### src/rtl/armleo_round_robin_distributor.sv
// Round-robin distributor: steers one valid/ready packet stream to one of WIDTH sinks.
// The sink is locked for a whole packet. Every beat passes through a one-entry input buffer.
module armleo_round_robin_distributor #(
  parameter int unsigned WIDTH  = 4,
  parameter int unsigned DATA_W = 32,
  localparam int unsigned SEL_W = $clog2(WIDTH)
) (
  input  logic              clk,
  input  logic              rst_n,
  input  logic              in_valid,
  output logic              in_ready,
  input  logic [DATA_W-1:0] in_data,
  input  logic              in_last,
  input  logic [WIDTH-1:0]  sink_en,
  output logic [WIDTH-1:0]  out_valid,
  input  logic [WIDTH-1:0]  out_ready,
  output logic [DATA_W-1:0] out_data,
  output logic              out_last,
  output logic [SEL_W-1:0]  out_sel,
  output logic              busy
);

  typedef enum logic {ST_SEL, ST_SEND} state_e;

  state_e             r_state, w_state_d;
  logic [SEL_W-1:0]   r_ptr, w_ptr_d;
  logic [SEL_W-1:0]   r_sel, w_sel_d;
  logic               r_buf_valid;
  logic [DATA_W-1:0]  r_buf_data;
  logic               r_buf_last;

  logic [SEL_W-1:0]   w_pick;
  logic               w_found;
  logic               w_xfer;
  logic               w_load;

  // First enabled sink scanning from the round-robin pointer upward, wrapping.
  always_comb begin
    int unsigned idx;
    idx     = 0;
    w_pick  = '0;
    w_found = 1'b0;
    for (int unsigned i = 0; i < WIDTH; i++) begin
      idx = (32'(r_ptr) + i) % WIDTH;
      if (!w_found && sink_en[SEL_W'(idx)]) begin
        w_found = 1'b1;
        w_pick  = SEL_W'(idx);
      end
    end
  end

  assign w_xfer   = (r_state == ST_SEND) && r_buf_valid && out_ready[r_sel];
  assign in_ready = rst_n && (!r_buf_valid || ((r_state == ST_SEND) && out_ready[r_sel]));
  assign w_load   = in_valid && in_ready;

  // Next-state: lock a sink when a beat waits, release after the last beat drains.
  always_comb begin
    w_state_d = r_state;
    w_sel_d   = r_sel;
    w_ptr_d   = r_ptr;
    case (r_state)
      ST_SEL: begin
        if (r_buf_valid && w_found) begin
          w_sel_d   = w_pick;
          w_state_d = ST_SEND;
        end
      end
      ST_SEND: begin
        if (w_xfer && r_buf_last) begin
          w_state_d = ST_SEL;
          w_ptr_d   = (r_sel == SEL_W'(WIDTH - 1)) ? '0 : r_sel + SEL_W'(1);
        end
      end
      default: w_state_d = ST_SEL;
    endcase
  end

  always_comb begin
    out_valid = '0;
    if (r_state == ST_SEND) out_valid[r_sel] = r_buf_valid;
  end

  assign out_data = r_buf_data;
  assign out_last = r_buf_last;
  assign out_sel  = r_sel;
  assign busy     = (r_state == ST_SEND);

  always_ff @(posedge clk) begin
    if (!rst_n) begin
      r_state     <= ST_SEL;
      r_ptr       <= '0;
      r_sel       <= '0;
      r_buf_valid <= 1'b0;
      r_buf_data  <= '0;
      r_buf_last  <= 1'b0;
    end else begin
      r_state <= w_state_d;
      r_ptr   <= w_ptr_d;
      r_sel   <= w_sel_d;
      // A load in the same cycle as a drain keeps the buffer full with the new beat.
      if (w_load) begin
        r_buf_valid <= 1'b1;
        r_buf_data  <= in_data;
        r_buf_last  <= in_last;
      end else if (w_xfer) begin
        r_buf_valid <= 1'b0;
      end
    end
  end

endmodule

### config.mk
export PLATFORM = sky130hd
export DESIGN_NAME = armleo_round_robin_distributor
export DESIGN_NICKNAME = d
export VERILOG_FILES = /design/src/rtl/armleo_round_robin_distributor.sv
export SDC_FILE = /design/constraint.sdc
export NUM_CORES = 1
export LEC_CHECK = 0
export BUFFER_PORTS_ARGS = -buffer_cell sky130_fd_sc_hd__buf_2
export CORE_MARGIN = 2
export CORE_UTILIZATION = 47
export DETAILED_ROUTE_END_ITERATION = 6
export PLACE_DENSITY = 0.89
export RECOVER_POWER = 25
export SYNTH_ARGS = -nofsm -noshare
export SYNTH_HDL_FRONTEND = slang
export SYNTH_SLANG_ARGS = --single-unit
### constraint.sdc
create_clock -name clk -period 3.2 [get_ports clk]
set_input_delay 0.64 -clock clk [delete_from_list [all_inputs] [get_ports clk]]
set_output_delay 0.64 -clock clk [all_outputs]
set_load 0.02 [all_outputs]
# ---- Word-level counts from Yosys, hierarchy flattened
# Index checks and enable logic that the tools add are counted.
dict set report totals {
  regBits 39
  inputBits 44
}
dict set report classes {
  n_addsub 4
  order_cmp 6
  eq_ne 1
  mux 27
  bitwise_logic 2
  n_reduce_logical 19
}
# cell n
set op_table {}
lappend op_table {{$lt 2x3->1 const B} 5}
lappend op_table {{$mux 1} 14}
lappend op_table {{$logic_and 1x1->1} 11}
lappend op_table {{$bmux 1 s2} 5}
lappend op_table {{$mux 2} 5}
lappend op_table {{$add 2x1->2 const B} 2}
lappend op_table {{$add 2x2->2 const B} 2}
lappend op_table {{$and 4x4->4} 1}
lappend op_table {{$logic_not 1->1} 4}
lappend op_table {{$mux 4} 1}
lappend op_table {{$reduce_and 2->1} 2}
lappend op_table {{$demux 1 s2} 1}
lappend op_table {{$eq 2x2->1 const B} 1}
lappend op_table {{$ge 2x1->1 const B} 1}
lappend op_table {{$pmux 1 s2} 1}
lappend op_table {{$reduce_bool 2->1} 1}
lappend op_table {{$logic_or 1x1->1} 1}
lappend op_table {{$not 1->1} 1}

# ---- Depth between registers and ports, before layout
dict set report depth {
  depth_word 15
  depth_mapped 6
  depth_no_buf 4
}

# ---- Worst setup path before layout
# OpenSTA, ideal clock, no wires.
dict set report synth_timing {
  path_type {reg2out}
  start {reg r_sel[0], in the netlist out_sel[0]}
  end {out in_ready}
  t_arrival_ns 1.333
  setup_slack_ns 1.227
  path_stages_with_launch 5
  n_path_buf 1
  path_cell_list {dfxtp_1 -> buf_6 -> mux2i_1 -> o221a_2 -> nor2b_1}
}
dict set report synth_between {
  elab_chain_cells 5
}
# element line
set synth_lines {}
lappend synth_lines {{start: declaration} 27} ;# logic [SEL_W-1:0] r_sel, w_sel_d;
lappend synth_lines {{start signal: assignment} 99} ;# r_sel <= w_sel_d;
lappend synth_lines {{$bmux 1 s2} 53} ;# assign in_ready = rst_n && (!r_buf_valid || ((r_state == ST_SEND) && out_ready[r_sel]));
lappend synth_lines {{$mux 1 (not written as such)} 53}
lappend synth_lines {{$logic_and 1x1->1} 53}
lappend synth_lines {{$logic_or 1x1->1} 53}
lappend synth_lines {{$logic_and 1x1->1} 53}
lappend synth_lines {{end: declaration} 11} ;# output logic in_ready,
# Every way passes these cells. The select of a mux whose other input is x is not followed.

# ---- Worst setup path in the final report
# Ends and elaborated chain as after synthesis.

==> results.py <==
metrics = {
    "run_status": {
        "status": "finished, final reports clean",
    },
    "floorplan": {
        "die_w_um": 61.1,
        "rows": 20,
        "io_pins": 85,
        "core_area_sq_um": 3080,
        "start_util": 0.498,
        "die_h_um": 61.1,
        "dieArea_sq_um": 3740,
    },
    "yosys": {
        "syn_area_per_cell_sq_um": 11.6,
        "yosysMostFrequentCell": "dfxtp_1",
        "syn-num-nets": 180,
        "synth_cells": 132,
        "seq_area_frac_synth": 0.509,
        "synth_cell_types": 30,
        "synth_area_leaders": "dfxtp_1 (51%), a22o_2 (17%), a22o_1 (4.0%)",
        "synth-async-reset-ratio": 0,
        "synth_common_cells": "dfxtp_1 (39), a22o_2 (26), nand2_1 (8)",
        "netlist_area_sq_um": 1530,
        "ys.flop_type": "dfxtp_1",
        "synth_seq_cells": 39,
        "synth_top_area_frac": 0.509,
        "yosysWarnings": 0,
        "synth-edff-count": 0,
        "synth_top_area_cell": "dfxtp_1",
    },
    "worst_setup_path": {
        "cp-end-kind": "output port",
        "worstPathArrival_ns": 1.65,
        "path_max_fanout": 9,
        "cp-start-kind": "flip-flop",
        "cp.required_ns": 2.56,
        "critPathKind": "reg -> out",
    },
    "grt": {
        "grt_antenna_before_repair": 0,
        "grt_pass1_wl_um": 4800,
        "grt_usage": 0.176,
        "overflow": 0,
        "grt_max_degree": 34,
        "grt_pass1_vias": 1168,
    },
    "clock_network": {
        "cts_tree": "built",
        "htreeDepth": 2,
        "clk_root_buffer_cell": "clkbuf_4",
        "clock_latency_ns": 0.32,
        "cts_setup_buffers": 0,
        "cts_hold_buf": 0,
        "clockBufferDepth": 2,
        "cts_sinks": 39,
        "cts_made_buffers": 5,
        "cts.repair.resized": 0,
        "clkSlewWorstSetupHoldPaths_ns": 0.11,
    },
    "sta": {
        "fin_crit_ns": 2.29,
        "worstMarginPinSlew_ns": 0.746,
        "final.setup_skew_ns": 0.00529,
        "setup_violations": 0,
        "slew_viol_final": 0,
        "final_hold_viol_count": 0,
        "max_freq_ghz": 0.438,
        "fin_crit_sh": 0.714,
        "layout_setup_ws_ns": 0.915,
        "slew_headroom": 0.502,
        "finalSetupTns_ns": 0,
        "rsz0062_at_grt": "no",
    },
    "place": {
        "place_area_sq_um": 1950,
        "gp_congestion": 0.795,
        "dpl.hpwl_um": 2500,
        "io_buffer_count": 84,
        "dp_slack_ns": 0.971,
    },
    "power_and_ir_drop": {
        "p_leak_uw": 0.000936,
        "power_switching_uw": 271,
        "power_frac_seq": 0.568,
        "p_sw_frac": 0.284,
        "peakVddDrop_uv": 251,
        "pwr-share-comb": 0.192,
        "cellPowerDensity_nw_per_um2": 482,
        "power_frac_clock": 0.240,
        "p_total_uw": 954,
        "intPower_uw": 683,
    },
    "drt": {
        "final_antenna_net_count": 0,
        "wl_per_cell_um": 13.2,
        "routed_via_density": 5.24,
        "drcViolationCount": 0,
        "drtIter0Drc": 55,
        "drtPass1Iterations": 4,
        "num_vias": 1368,
        "wl_um": 3440,
    },
    "final_layout": {
        "fin_area_sq_um": 1980,
        "fillers": 262,
        "syn2layout_area_growth_pct": 29.1,
        "layout-drive-gt1-share": 0.479,
        "utilization": 0.643,
        "multi_input_area_sq_um": 678,
        "seq_area_sq_um": 781,
        "antennaDiodeCount": 0,
        "final_nets": 264,
    },
    "job": {
        "drv_cap": 0,
    },
    "hold_path": {
        "worstHoldPathType": "reg -> reg",
    },
}
[critical path, cell delays in order, from the launching register on]
cell     delay (ns)
dfxtp_1        0.55
mux2i_1        0.14
o221a_2        0.33
nor2b_1        0.12
buf_2          0.17
[flip-flops by register name (all words and copies together), names as in the netlist]
signal,flops
r_ptr,2
r_buf_valid,1
busy,1
out_last,1
out_data,32
out_sel,2
[final timing paths]
check / startpoint / end / slack (ns) / depth (start not counted)
max reg2reg: out_sel[0] / out_data[30] / 1.08 / 3
max: out_sel[0] / in_ready / 0.91 / 4
min reg2reg: out_data[3] / out_data[3] / 0.49 / 1
min: out_data[3] / out_data[3] / 0.49 / 1
[kinds of logic (layout without fill, tap and decap cells)]
family | count (synthesis) | in the layout | synth area share
fa+ha+maj | 4 | 4 | 0.0326
buf+inv | 11 | 96 | 0.0489
compound gates | 48 | 48 | 0.288
simple gates | 27 | 27 | 0.0938
mux | 3 | 3 | 0.0277
flops | 39 | 39 | 0.509
[power groups by stage]
stage	clock (uW)	sequential (uW)	combinational, uW
after CTS	239	541	189
after global routing	258	546	198
after detailed placement	0	552	188
final	229	542	183
after floorplan	0	590	81.0
after global placement	0	552	185
[stage by stage]
stage / std cells / hold slack (ns)
3_5_place_dp: 253 / 0.460
6_report: 261 / 0.488
2_1_floorplan: 132 / 0.472
4_1_cts: 261 / 0.490
5_1_grt: 261 / 0.490
3_3_place_gp: 253 / 0.457
[layout by cell type (no fill, tap or decap), drive strengths merged, types with 2 or more instances in the layout]
cell type and count:
nor2b 5, nand3 2, mux2i 2, clkbuf 25, ha 4, and3 4, inv 3, a21oi 3
nand2 8, o21ai 4, dfxtp 39, buf 67, a22o 33, nor2 3, nand2b 2
[layout make-up]
cell class	instances	area share
timing repair buffer	85	0.205
clock inverter	1	0.00253
clock buffer	7	0.0227
sequential	39	0.394
inverter	3	0.00569
tap	44	0.0278
multi-input combinational	82	0.342
[routing by layer]
| metal | GRT usage | part of all wire | up-vias | routed length (um) |
|---|---|---|---|---|
| li1 | - | - | 665 | - |
| met1 | 0.194 | 0.43 | 646 | 1490 |
| met2 | 0.302 | 0.48 | 55 | 1630 |
| met3 | 0.0777 | 0.086 | 2 | 295 |
| met4 | 0.0559 | 0.0052 | 0 | 18 |
| met5 | 0 | 0 | - | 0 |
Note: power is estimated with default switching activity, not from simulation.
